<file path="config.mk">
export PLATFORM = sky130hd
export DESIGN_NAME = zx81_tape_player
export DESIGN_NICKNAME = d
export VERILOG_FILES = /design/src/rtl/zx81_tape_pkg.sv /design/src/rtl/zx81_tape_bit_gen.sv /design/src/rtl/zx81_tape_player.sv
export SDC_FILE = /design/constraint.sdc
export NUM_CORES = 1
export LEC_CHECK = 0
export BUFFER_PORTS_ARGS = -buffer_cell sky130_fd_sc_hd__buf_4
export CORE_MARGIN = 2
export CORE_UTILIZATION = 30
export CTS_CLUSTER_DIAMETER = 60
export CTS_CLUSTER_SIZE = 12
export DETAILED_ROUTE_END_ITERATION = 6
export PLACE_DENSITY = 0.47
export SETUP_SLACK_MARGIN = 0.4
export SLEW_MARGIN = 40
export SYNTH_ARGS = -nofsm -noshare
export SYNTH_HDL_FRONTEND = slang
export SYNTH_SLANG_ARGS = --single-unit
</file>
<file path="constraint.sdc">
create_clock -name clk_sys -period 4.5 [get_ports clk_sys]
set_input_delay 0.675 -clock clk_sys [delete_from_list [all_inputs] [get_ports clk_sys]]
set_output_delay 0.675 -clock clk_sys [all_outputs]
set_load 0.05 [all_outputs]
</file>
<file path="src/rtl/zx81_tape_pkg.sv">
// zx81_tape_pkg: shared states, pulse phases and default cassette timing for the ZX81 tape player.
package zx81_tape_pkg;
    typedef enum logic [2:0] {IDLE, LEADER, NAME, FETCH, WAIT, BIT, NEXT, TRAILER} state_t;
    typedef enum logic [1:0] {PH_HI, PH_LO, PH_GAP} phase_t;
    localparam int unsigned DEF_HI_TICKS     = 488;
    localparam int unsigned DEF_LO_TICKS     = 488;
    localparam int unsigned DEF_GAP_TICKS    = 4225;
    localparam int unsigned DEF_LEADER_TICKS = 1625000;
    localparam logic [3:0]  PULSES_0         = 4'd4;
    localparam logic [3:0]  PULSES_1         = 4'd9;
    localparam logic [7:0]  NAME_BYTE        = 8'hA6;
endpackage

</file>
<file path="src/rtl/zx81_tape_bit_gen.sv">
// zx81_tape_bit_gen: plays one tape bit as a pulse train plus trailing gap, one level slot per ce tick.
module zx81_tape_bit_gen
    import zx81_tape_pkg::*;
#(
    parameter int unsigned HI_TICKS  = DEF_HI_TICKS,
    parameter int unsigned LO_TICKS  = DEF_LO_TICKS,
    parameter int unsigned GAP_TICKS = DEF_GAP_TICKS
) (
    input  logic clk_sys,
    input  logic reset,
    input  logic clear,
    input  logic ce,
    input  logic load,
    input  logic bit_in,
    output logic tape_out,
    output logic bit_done
);
    phase_t      phase;
    logic        active;
    logic [31:0] cnt;
    logic [3:0]  pulses;
    logic        last;
    assign last = cnt == 32'd1;
    always_ff @(posedge clk_sys) begin
        if (reset || clear) begin
            active   <= 1'b0;
            phase    <= PH_HI;
            cnt      <= 32'd0;
            pulses   <= 4'd0;
            tape_out <= 1'b0;
            bit_done <= 1'b0;
        end else begin
            bit_done <= 1'b0;
            if (load) begin
                active <= 1'b1;
                phase  <= PH_HI;
                cnt    <= HI_TICKS;
                pulses <= bit_in ? PULSES_1 : PULSES_0;
            end else if (ce) begin
                tape_out <= active && phase == PH_HI;
                if (active && !last) cnt <= cnt - 32'd1;
                // Each phase holds its level for exactly its tick count, then hands over.
                if (active && last) begin
                    phase    <= phase == PH_HI ? PH_LO : (phase == PH_LO && pulses == 4'd1) ? PH_GAP : PH_HI;
                    cnt      <= phase == PH_HI ? LO_TICKS : phase == PH_LO ? (pulses == 4'd1 ? GAP_TICKS : HI_TICKS) : 32'd0;
                    pulses   <= phase == PH_LO ? pulses - 4'd1 : pulses;
                    active   <= phase != PH_GAP;
                    bit_done <= phase == PH_GAP;
                end
            end
        end
    end
endmodule

</file>
<file path="src/rtl/zx81_tape_player.sv">
// zx81_tape_player: plays a .P image from the tape buffer as a ZX81 cassette waveform.
// Define ZX81_TAPE_NAME_EN to emit NAME_BYTE as a synthetic program name after the leader.
module zx81_tape_player
    import zx81_tape_pkg::*;
#(
    parameter int unsigned HI_TICKS     = DEF_HI_TICKS,
    parameter int unsigned LO_TICKS     = DEF_LO_TICKS,
    parameter int unsigned GAP_TICKS    = DEF_GAP_TICKS,
    parameter int unsigned LEADER_TICKS = DEF_LEADER_TICKS
) (
    input  logic        clk_sys,
    input  logic        reset,
    input  logic        ce,
    input  logic        start,
    input  logic        stop,
    input  logic [13:0] tape_len,
    output logic [13:0] rd_addr,
    output logic        rd_en,
    input  logic [7:0]  rd_data,
    output logic        tape_out,
    output logic        busy,
    output logic        done
);
    state_t      state, state_nx;
    logic [31:0] timer;
    logic [13:0] len, byte_idx;
    logic [7:0]  shift;
    logic [2:0]  bit_cnt;
    logic        name_phase, load, bit_in, bit_done, timer_end;
    assign timer_end = ce && timer == 32'd1;
    assign rd_addr   = byte_idx;
    assign rd_en     = state == FETCH;
    assign busy      = state != IDLE;
    always_comb begin
        state_nx = state;
        load     = 1'b0;
        bit_in   = 1'b0;
        case (state)
            IDLE:    state_nx = (start && tape_len != 14'd0) ? LEADER : IDLE;
`ifdef ZX81_TAPE_NAME_EN
            LEADER:  state_nx = timer_end ? NAME : LEADER;
`else
            LEADER:  state_nx = timer_end ? FETCH : LEADER;
`endif
            NAME: begin
                load     = 1'b1;
                bit_in   = NAME_BYTE[7];
                state_nx = BIT;
            end
            FETCH:   state_nx = WAIT;
            WAIT: begin
                load     = 1'b1;
                bit_in   = rd_data[7];
                state_nx = BIT;
            end
            BIT: begin
                load     = bit_done && bit_cnt != 3'd0;
                bit_in   = shift[6];
                state_nx = !bit_done ? BIT : bit_cnt != 3'd0 ? BIT : name_phase ? FETCH : NEXT;
            end
            NEXT:    state_nx = byte_idx == len - 14'd1 ? TRAILER : FETCH;
            TRAILER: state_nx = timer_end ? IDLE : TRAILER;
            default: state_nx = IDLE;
        endcase
        if (stop) begin
            state_nx = IDLE;
            load     = 1'b0;
        end
    end
    always_ff @(posedge clk_sys) begin
        if (reset) begin
            state      <= IDLE;
            timer      <= 32'd0;
            len        <= 14'd0;
            byte_idx   <= 14'd0;
            shift      <= 8'd0;
            bit_cnt    <= 3'd0;
            name_phase <= 1'b0;
            done       <= 1'b0;
        end else begin
            state <= state_nx;
            done  <= state == TRAILER && timer_end && !stop;
            // The same timer serves leader and trailer; it is preloaded on entry to either.
            timer <= ((state == IDLE && state_nx == LEADER) || state == NEXT) ? LEADER_TICKS :
                     (ce && timer != 32'd0) ? timer - 32'd1 : timer;
            if (state == IDLE) begin
                len        <= tape_len;
                byte_idx   <= 14'd0;
                name_phase <= 1'b0;
            end
            if (state == NAME) name_phase <= 1'b1;
            if (state == BIT && bit_done && bit_cnt == 3'd0) name_phase <= 1'b0;
            if (state == NEXT && state_nx == FETCH) byte_idx <= byte_idx + 14'd1;
            if (load) begin
                shift   <= state == WAIT ? rd_data : state == NAME ? NAME_BYTE : shift << 1;
                bit_cnt <= state == BIT ? bit_cnt - 3'd1 : 3'd7;
            end
        end
    end
    zx81_tape_bit_gen #(
        .HI_TICKS (HI_TICKS),
        .LO_TICKS (LO_TICKS),
        .GAP_TICKS(GAP_TICKS)
    ) u_bit_gen (
        .clk_sys (clk_sys),
        .reset   (reset),
        .clear   (stop),
        .ce      (ce),
        .load    (load),
        .bit_in  (bit_in),
        .tape_out(tape_out),
        .bit_done(bit_done)
    );
endmodule
</file>
==> results of run 1 <==
-- placed cells by master, fill, tap and decap left out, types with 8 or more instances in the layout --
cell / instances
ha_1: 10
inv_1: 35
o211ai_1: 8
xnor2_1: 53
nand3_1: 32
nor2_1: 111
buf_4: 46
dfxtp_1: 116
clkbuf_16: 17
xor2_1: 20
nand2_1: 90
o22ai_1: 13
o21ai_0: 12
nor3_1: 33
a21oi_1: 62
nor4_1: 22
-- where the power goes --
| group | total (mW) | internal, mW | switching [mW] |
|---|---|---|---|
| Combinational | 0.284 | 0.126 | 0.158 |
| Clock | 1.45 | 0.930 | 0.520 |
| Sequential | 1.10 | 1.06 | 0.0390 |
-- metrics by stage --
stage / total power, mW / cells / instance area (um^2) / utilization, %
floorplan: 1.33 / 767 / 6050 / -
global placement: 1.41 / 1051 / 6620 / 33.7
detailed placement: 1.41 / 1051 / 6630 / 33.7
CTS: 2.87 / 1083 / 7260 / 36.9
global route: 2.96 / 1083 / 7260 / 36.9
finish: 2.84 / 1083 / 7260 / 36.9
-- worst min-delay path: stages (launching register included) --
cell and delay [ps]:
dfxtp_1 320, nand2_1 60, a21oi_1 50
-- cells in the mapped netlist (all sizes together) (5+ instances only) --
| library cell | count | share of area [%] |
|---|---|---|
| nor3b | 5 | 0.81 |
| o22ai | 13 | 1.3 |
| xor2 | 20 | 2.9 |
| a211oi | 5 | 0.70 |
| or4 | 6 | 0.87 |
| a21oi | 62 | 5.1 |
| nor2b | 7 | 0.72 |
| nand3 | 32 | 2.6 |
| nor4 | 26 | 3.4 |
| mux2i | 5 | 0.83 |
| buf | 6 | 0.52 |
| nand4 | 7 | 0.72 |
| o211ai | 8 | 0.99 |
| nand2 | 91 | 5.8 |
| clkbuf | 21 | 1.3 |
| or2 | 7 | 0.72 |
| a31oi | 7 | 0.72 |
| xnor2 | 53 | 7.7 |
| ha | 10 | 2.1 |
| inv | 35 | 2.2 |
| nor2 | 114 | 7.1 |
| nand2b | 7 | 0.72 |
| dfxtp | 116 | 38 |
| and2 | 7 | 0.72 |
| o21ai | 14 | 1.2 |
| nor3 | 35 | 3.1 |
-- worst min-delay path by stage --
stage                       endpoint  slack, ps  startpoint  cells past startpoint
after global placement      shift[0]        460    shift[0]                      2
after CTS                 bit_cnt[0]        470  bit_cnt[0]                      1
after global routing        shift[2]        500    shift[2]                      2
final                       shift[0]        470    shift[0]                      2
after floorplan           bit_cnt[0]        440  bit_cnt[0]                      1
after detailed placement  bit_cnt[0]        460  bit_cnt[0]                      1
-- logic make-up after synthesis --
| kind of cell | after synthesis | share of synthesized area, % |
|---|---|---|
| compound gates | 133 | 13.4 |
| xor+xnor | 73 | 10.6 |
| fa+ha+maj | 10 | 2.07 |
| buf+inv | 62 | 3.99 |
| flops | 116 | 38.4 |
| mux | 7 | 1.20 |
| simple gates | 366 | 30.4 |
-- registers in the layout, indices dropped and copies added, names as in the netlist, 3 cells and up --
signal,count
bit_cnt,3
len,14
u_bit_gen.cnt,32
rd_addr,14
state,3
u_bit_gen.pulses,4
timer,32
shift,7
-- layout make-up --
cell class / instances / area, um^2 / area share, %
Multi-Input combinational cell: 589 / 3500 / 48.2
Sequential cell: 116 / 2320 / 32.0
Clock buffer: 17 / 425 / 5.86
Timing Repair Buffer: 46 / 345 / 4.76
Tap cell: 265 / 332 / 4.57
Clock inverter: 15 / 205 / 2.83
Inverter: 35 / 131 / 1.81
-- layer usage --
metal / GRT usage, % / vias to the layer above
li1: - / 2742
met2: 23.7 / 66
met5: 0 / -
met3: 3.56 / 10
met1: 19.3 / 2461
met4: 4.61 / 0
==> impl_metrics.py, run 1 <==
metrics = {
    "run_status": {
        "status": "finished clean",
    },
    "critical_path": {
        "ff2ff_path_depth": 10,
        "arrival_ps": 2540,
        "crit_path_start_kind": "flop",
        "crit_path_end_kind": "primary output",
        "worstPathCellList": "or2_2 > nor2_2 > inv_1 > buf_4",
        "slowest_stage": "nor2_2",
        "critPathLaunch": "state[1]",
        "r2r-start": "len[0]",
        "crit_path_max_fanout": 17,
        "worst-setup-path-type": "reg2out",
        "path_delay_family": "simple AND/OR/NAND/NOR gates",
        "critPathBufInv": 2,
        "r2r_slack_ps": 1300,
        "cp.depth": 4,
        "required_ps": 3830,
        "r2r_end": "rd_addr[4]",
        "max_stage_delay_ps": 500,
        "endpoint": "busy",
    },
    "cts": {
        "clock_sinks": 116,
        "cts_setup_buffers": 0,
        "cts_root_buf": "clkbuf_16",
        "clock_latency_ps": 420,
        "cts_resized": 0,
        "cts-htree-levels": 4,
        "clock_path_buffers": 2,
        "clk_pin_slew_ps": 60,
        "cts-buffers-inserted": 17,
        "cts_hold_buf": 0,
        "cts_tree": "yes",
    },
    "synthesis": {
        "synthesis.instances": 767,
        "yosysSeqAreaShare_pct": 38.4,
        "ys_ff_latch": 116,
        "synth_nets": 804,
        "syn_area_um2": 6050,
        "yosys.cell_types.count": 61,
        "synth_ff_type": "dfxtp_1",
        "synth_edf_count": 0,
        "avgSynthCellArea_um2": 7.89,
        "async_flop_share_pct": 0,
        "ys_warn_count": 0,
    },
    "power_and_ir_drop": {
        "ir_worst_vdd_uv": 207,
        "p_leak_nw": 2.63,
        "p_per_area_nw_per_um2": 391,
    },
    "global_routing": {
        "grt_pass1_wl_um": 25600,
        "antenna_found_initial": 0,
        "grt_max_degree": 42,
        "grt-ovfl-total": 0,
        "grt_pass1_vias": 5111,
        "grt_util_all_layers_pct": 14.7,
    },
    "flow_run": {
        "drv_cap": 0,
    },
    "sta": {
        "fmax_mhz": 311,
        "worst_slew_pin_slew_ps": 840,
        "finalClockSkew_ps": 7.13,
        "min_period_ps": 3210,
        "finalSetupViolCount": 0,
        "worst_slack_ps": 1290,
        "timing.setup.tns_ps": 0,
        "period_share_pct": 71.4,
        "rsz0062_at_grt": "false",
        "fin_hold_ws_ps": 473,
        "slew_headroom_pct": 43.9,
        "maxSlewViolCount": 0,
        "hold_violations": 0,
    },
    "worst_hold_path": {
        "hp-class": "reg2reg",
    },
    "placed_design": {
        "dp.final_hpwl_um": 10700,
        "dp_slack_ps": 1280,
        "gp_congestion": 0.770,
        "io_buffers": 44,
    },
    "drt": {
        "wirelength_um": 14900,
        "drc_errors": 0,
        "first_iter_violations": 205,
        "vias": 5279,
        "highest_layer": "met4",
        "wl_met3_um": 405,
        "drtAntennaViolNets": 0,
        "first_pass_iters": 4,
        "avgRoutedWirePerCell_um": 13.8,
        "viasPerCell": 4.87,
        "met1_length_um": 7490,
        "met2_length_um": 6820,
    },
    "die": {
        "io_pins": 45,
        "dieHeight_um": 146,
        "std_cell_rows": 51,
        "fp.dieArea_um2": 21300,
        "core_area_um2": 19700,
        "initial_core_util_pct": 30.8,
        "die_x_um": 146,
    },
    "layout": {
        "antenna_cells": 0,
        "fillers": 2111,
        "synthToLayoutAreaGrowth_pct": 19.9,
        "drive_gt1_share_pct": 12.8,
        "fin_nets": 842,
    },
}
No activity file was read; power rests on OpenSTA's default activity.
==> inputs of run 2 (changes only) <==
--- a/config.mk
+++ b/config.mk
@@ -11,7 +11,7 @@
 export CTS_CLUSTER_DIAMETER = 60
 export CTS_CLUSTER_SIZE = 12
 export DETAILED_ROUTE_END_ITERATION = 6
-export PLACE_DENSITY = 0.47
+export PLACE_DENSITY = 0.48
 export SETUP_SLACK_MARGIN = 0.4
 export SLEW_MARGIN = 40
 export SYNTH_ARGS = -nofsm -noshare
==> constraint.sdc (replaced) <==
create_clock -name clk_sys -period 2.7 [get_ports clk_sys]
set_input_delay 0.405 -clock clk_sys [delete_from_list [all_inputs] [get_ports clk_sys]]
set_output_delay 0.405 -clock clk_sys [all_outputs]
set_load 0.05 [all_outputs]
==> run 2 against run 1 <==
Against the previous run:
- non-clock buffer count grew 57
- global-route usage grew 0.49 points
- sequential power grew 67%
- clock power grew 57%
- combinational power grew 140%
- cell count grew 5.4%
- worst hold slack lost 220 ps
- first-iteration DRC count grew 12%
- critical endpoint is now timer[26]
- die area is the same
- largest cell class unchanged
- sequential share of layout area shrank 3.1 points
- utilization grew 4.2 points
- via count grew 5.6%
==> impl_metrics.py, run 2 (synthesis gave the netlist of run 1 again) <==
metrics = {
    "cts": {
        "clock_path_buffers": 2,
        "cts-buffers-inserted": 17,
        "clock_latency_ps": 420,
        "cts-htree-levels": 4,
        "clk_pin_slew_ps": 60,
        "cts_root_buf": "clkbuf_16",
        "cts_tree": "yes",
        "cts_hold_buf": 0,
        "clock_sinks": 116,
    },
    "global_routing": {
        "grt-ovfl-total": 0,
        "grt_pass1_wl_um": 26600,
        "grt_pass1_vias": 5371,
        "grt_max_degree": 42,
        "antenna_found_initial": 0,
        "grt_util_all_layers_pct": 15.2,
    },
    "critical_path": {
        "crit_path_max_fanout": 4,
        "cp.depth": 9,
        "slowest_stage": "or4_4",
        "crit_path_start_kind": "flop",
        "path_delay_family": "simple AND/OR/NAND/NOR gates",
        "worst-setup-path-type": "reg2reg",
        "crit_path_end_kind": "flop",
        "ff2ff_path_depth": 9,
        "worstPathCellList": "or4_4 > nor3_4 > nor3b_4 > buf_6 > and3b_4 > nand2_8 > nor4_4 > xnor2_1 > nor2_1",
        "required_ps": 3010,
        "arrival_ps": 2710,
        "critPathBufInv": 1,
        "max_stage_delay_ps": 570,
    },
    "flow_run": {
        "drv_cap": 0,
    },
    "sta": {
        "maxSlewViolCount": 0,
        "fin_hold_ws_ps": 249,
        "rsz0062_at_grt": "true",
        "slew_headroom_pct": 66.6,
        "min_period_ps": 2400,
        "period_share_pct": 89.0,
        "fmax_mhz": 416,
        "finalClockSkew_ps": 8.40,
        "timing.setup.tns_ps": 0,
        "finalSetupViolCount": 0,
        "hold_violations": 0,
        "worst_slew_pin_slew_ps": 497,
    },
    "placed_design": {
        "gp_congestion": 0.799,
        "dpl_cell_area_um2": 6930,
        "io_buffers": 44,
        "dp.final_hpwl_um": 10900,
    },
    "power_and_ir_drop": {
        "finalPower_mw": 4.81,
        "ir_worst_vdd_uv": 351,
        "p_per_area_nw_per_um2": 595,
        "p_leak_nw": 3.01,
    },
    "layout": {
        "final_cell_mix": "nor2_1 (109), dfxtp_1 (109), buf_4 (97), nand2_1 (85), a21oi_1 (60)",
        "drive_gt1_share_pct": 25.3,
        "antenna_cells": 0,
        "register_area_um2": 2340,
        "reg_top3": "timer (32), u_bit_gen.cnt (32)",
        "synthToLayoutAreaGrowth_pct": 33.5,
        "fillers": 2067,
        "multi_input_area_um2": 3880,
        "fin_nets": 900,
        "final_area_um2": 8080,
        "fin_util_pct": 41.1,
    },
    "drt": {
        "first_pass_iters": 4,
        "drc_errors": 0,
        "viasPerCell": 4.89,
        "avgRoutedWirePerCell_um": 13.9,
        "wirelength_um": 15800,
        "drtAntennaViolNets": 0,
        "first_iter_violations": 229,
        "vias": 5574,
    },
    "die": {
        "io_pins": 45,
        "core_area_um2": 19700,
        "die_x_um": 146,
        "std_cell_rows": 51,
        "dieHeight_um": 146,
        "fp.dieArea_um2": 21300,
        "initial_core_util_pct": 30.8,
    },
    "worst_hold_path": {
        "hp-class": "in2reg",
        "whs_path_depth": 3,
    },
    "run_status": {
        "status": "finished clean",
    },
}
run 2: cell count changes in the layout (fill, tap and decap cells not counted), moves of 5 or more:
| cell | change |
|---|---|
| nand3_2 | +6 |
| dfxtp_2 | +5 |
| nand3_1 | -8 |
| nand2_1 | -5 |
| nor3_1 | -7 |
| dfxtp_1 | -7 |
| buf_4 | +51 |
run 2: power by group:
part	internal [mW]	switching, mW	total, mW
registers	1.77	0.0706	1.84
clock network	1.42	0.865	2.28
logic	0.340	0.340	0.680
run 2: per-layer routing:
metal / track usage [%] / up-vias / wire length (um)
met5: 0 / - / 0
met4: 5.87 / 0 / 212
met3: 3.13 / 16 / 459
met2: 24.1 / 72 / 7290
met1: 20.2 / 2608 / 7870
li1: - / 2878 / -
run 2: per-stage QoR:
step,std cells,setup WS (ps)
after global routing,1141,187
final,1141,296
after CTS,1131,326
after floorplan,767,410
after global placement,1085,51.4
after detailed placement,1085,9.73
run 2: what timing repair did:
action	4_1_cts	5_1_grt
endpoints found under the hold margin	0	0
resized for setup	38	49
pin swaps	11	26
endpoints found under the setup margin	82	80
cloned	1	0
buffers inserted	13	10
run 2: worst paths after layout:
| check | startpoint | endpoint | slack (ps) |
|---|---|---|---|
| worst max register to register | timer[5] | timer[26] | 300 |
| worst min-delay path | tape_len[10] | len[10] | 250 |
| worst min register to register | bit_cnt[0] | bit_cnt[0] | 460 |
| worst max-delay path | timer[5] | timer[26] | 300 |
run 2: cell type report:
class	instances	share of cell area (%)
Clock inverter	13	1.84
Clock buffer	19	5.61
Timing Repair Buffer	103	9.88
Multi-Input combinational cell	590	48.0
Sequential cell	116	28.9
Inverter	35	1.63
Tap cell	265	4.10
run 2: worst reg2reg max path, stage by stage (launching register included):
cell	delay [ps]
dfxtp_1	330
or4_4	570
nor3_4	270
nor3b_4	290
buf_6	160
and3b_4	250
nand2_8	90
nor4_4	150
xnor2_1	140
nor2_1	50
==> inputs of run 3 (changes only) <==
--- a/config.mk
+++ b/config.mk
@@ -16,4 +16,5 @@
 export SLEW_MARGIN = 40
 export SYNTH_ARGS = -nofsm -noshare
 export SYNTH_HDL_FRONTEND = slang
+export SYNTH_HIERARCHICAL = 1
 export SYNTH_SLANG_ARGS = --single-unit
==> run 3 against run 2 <==
Against the previous run:
- critical path depth fell by 1
- largest power group unchanged
- non-clock buffer count rose by 24
- highest routed layer unchanged
- combinational power rose by 35%
- clock skew rose by 1.0 ps
- critical path type unchanged
- utilization rose by 1.3 points
==> impl_metrics.py, run 3 <==
metrics = {
    "synthesis": {
        "ys_top_cells_by_count": "dfxtp_1 (116), nor2_1 (102), nand2_1 (68)",
        "yosysTopAreaCell": "dfxtp_1",
        "synth_nets": 800,
        "async_flop_share_pct": 0,
        "synth.most_common_cell": "dfxtp_1",
        "avgSynthCellArea_um2": 8.30,
        "syn_area_um2": 6330,
        "synth_edf_count": 0,
        "yosysSeqAreaShare_pct": 36.7,
        "synth_top_area_share_pct": 36.7,
        "synth_ff_type": "dfxtp_1",
        "ys_warn_count": 6,
        "synth_area_leaders": "dfxtp_1 (37%), nor2_1 (6.0%), xnor2_1 (5.9%), xor2_1 (4.6%), a21oi_1 (4.3%)",
        "yosys.cell_types.count": 80,
        "ys_ff_latch": 116,
        "synthesis.instances": 763,
    },
    "critical_path": {
        "critPathLaunch": "timer[8]",
        "crit_path_max_fanout": 3,
        "worst-setup-path-type": "reg2reg",
        "arrival_ps": 2840,
        "crit_path_end_kind": "flop",
        "ff2ff_path_depth": 8,
        "r2r-start": "timer[8]",
        "r2r_slack_ps": 130,
        "crit_path_start_kind": "flop",
        "required_ps": 2980,
        "r2r_end": "timer[20]",
        "endpoint": "timer[20]",
    },
    "global_routing": {
        "antenna_found_initial": 0,
        "grt_util_all_layers_pct": 16.0,
        "grt_pass1_wl_um": 28500,
        "grt_max_degree": 43,
        "grt_pass1_vias": 5670,
        "grt-ovfl-total": 0,
    },
    "power_and_ir_drop": {
        "ir_worst_vdd_uv": 409,
        "p_seq_share_pct": 34.2,
        "switchingPower_mw": 1.32,
        "p_int_mw": 4.08,
        "switching_share_pct": 24.5,
        "p_leak_nw": 3.34,
        "finalPower_mw": 5.40,
        "p_comb_share_pct": 17.0,
        "p_per_area_nw_per_um2": 610,
        "p_clk_share_pct": 48.8,
    },
    "drt": {
        "drc_errors": 0,
        "drtAntennaViolNets": 0,
        "wirelength_um": 17700,
        "viasPerCell": 5.04,
        "first_pass_iters": 4,
        "first_iter_violations": 206,
        "avgRoutedWirePerCell_um": 15.2,
        "vias": 5852,
    },
    "layout": {
        "synthToLayoutAreaGrowth_pct": 39.9,
        "reg_top3": "timer (32), u_bit_gen/cnt (32)",
        "fin_nets": 910,
        "final_area_um2": 8860,
        "fillers": 2073,
        "antenna_cells": 0,
        "mostFrequentLayoutCell": "buf_4",
        "drive_gt1_share_pct": 31.9,
        "layout.cells.non_filler": 1160,
        "final_cell_mix": "buf_4 (100), dfxtp_1 (94), nor2_1 (73), nand2_1 (66), a21oi_1 (51)",
    },
    "run_status": {
        "status": "finished clean",
    },
    "die": {
        "io_pins": 45,
        "core_area_um2": 20900,
        "std_cell_rows": 53,
        "initial_core_util_pct": 30.3,
        "fp.dieArea_um2": 22300,
        "die_x_um": 149,
        "dieHeight_um": 149,
    },
    "sta": {
        "finalSetupViolCount": 0,
        "period_share_pct": 95.0,
        "finalClockSkew_ps": 9.40,
        "slew_headroom_pct": 64.8,
        "min_period_ps": 2570,
        "fmax_mhz": 390,
        "rsz0062_at_grt": "true",
        "hold_violations": 0,
        "timing.setup.tns_ps": 0,
        "worst_slew_pin_slew_ps": 526,
        "maxSlewViolCount": 0,
    },
    "placed_design": {
        "dpl_cell_area_um2": 7160,
        "placed_cells": 1075,
        "dp.final_hpwl_um": 11200,
        "io_buffers": 44,
        "gp_congestion": 0.757,
    },
    "cts": {
        "clock_sinks": 116,
        "clk_pin_slew_ps": 60,
        "clock_latency_ps": 410,
        "cts_root_buf": "clkbuf_16",
        "cts_tree": "yes",
        "cts-buffers-inserted": 17,
        "clock_path_buffers": 2,
        "cts-htree-levels": 4,
    },
    "flow_run": {
        "drv_cap": 0,
    },
    "worst_hold_path": {
        "hp-class": "in2reg",
    },
}
==> run 3: layout make-up <==
cell class	count	area, um^2	area share [%]
inverters	19	71.3	0.805
clock buffers	22	454	5.13
repair buffers	127	1140	12.8
clock inverters	9	225	2.54
flip-flops and latches	116	2360	26.6
well taps	275	344	3.88
multi-input cells	592	4270	48.2
==> run 3: metrics by stage <==
stage / util [%] / setup slack [ps] / hold WS [ps]
final: 42.4 / 134 / 254
after global routing: 42.4 / 60.3 / 245
after CTS: 40.4 / 203 / 234
after detailed placement: 34.3 / 143 / 456
after global placement: 34.3 / 146 / 454
after floorplan: - / 167 / 437
==> run 3: worst min path at each step <==
stage | startpoint | depth (start not counted) | to | slack (ps)
3_3_place_gp | bit_cnt[0] | 1 | bit_cnt[0] | 450
5_1_grt | tape_len[5] | 3 | len[5] | 240
6_report | tape_len[5] | 3 | len[5] | 250
4_1_cts | tape_len[5] | 3 | len[5] | 230
2_1_floorplan | bit_cnt[0] | 1 | bit_cnt[0] | 440
3_5_place_dp | bit_cnt[0] | 1 | bit_cnt[0] | 460
==> run 3: power by group through the flow <==
stage | Combinational [mW] | Sequential [mW] | Clock (mW)
after floorplan | 0.476 | 1.86 | 0
after global placement | 0.608 | 1.88 | 0
after detailed placement | 0.609 | 1.88 | 0
after CTS | 0.815 | 1.84 | 2.69
after global routing | 0.992 | 1.85 | 2.77
final | 0.918 | 1.85 | 2.64
==> run 3: worst max-delay path, stage by stage (launching register included) <==
cell and delay, ps:
dfxtp_2 320, or4_4 520, or4_4 450, or3_4 380, buf_4 150, buf_6 120
nor4_4 240, xnor2_1 170, a21oi_1 80
==> run 3: cell families after synthesis <==
family | synth area share, %
compound gates | 14.7
xor+xnor | 10.5
fa+ha+maj | 1.98
buf+inv | 3.79
flops | 36.7
mux | 1.72
simple gates | 30.7
==> run 3: layer usage <==
metal / wire, um / global-route usage (%) / vias up
met1: 8180 / 19.9 / 2780
li1: - / - / 2975
met5: 0 / 0 / -
met3: 608 / 3.58 / 11
met4: 218 / 5.38 / 0
met2: 8680 / 27.3 / 86
==> run 3: what timing repair did <==
| item | CTS | global route |
|---|---|---|
| gates cloned | 4 | 1 |
| gates resized for setup | 56 | 83 |
| setup endpoints to repair | 74 | 89 |
| pin swaps | 44 | 58 |
| buffers inserted | 38 | 11 |
| hold buffers | 0 | 0 |
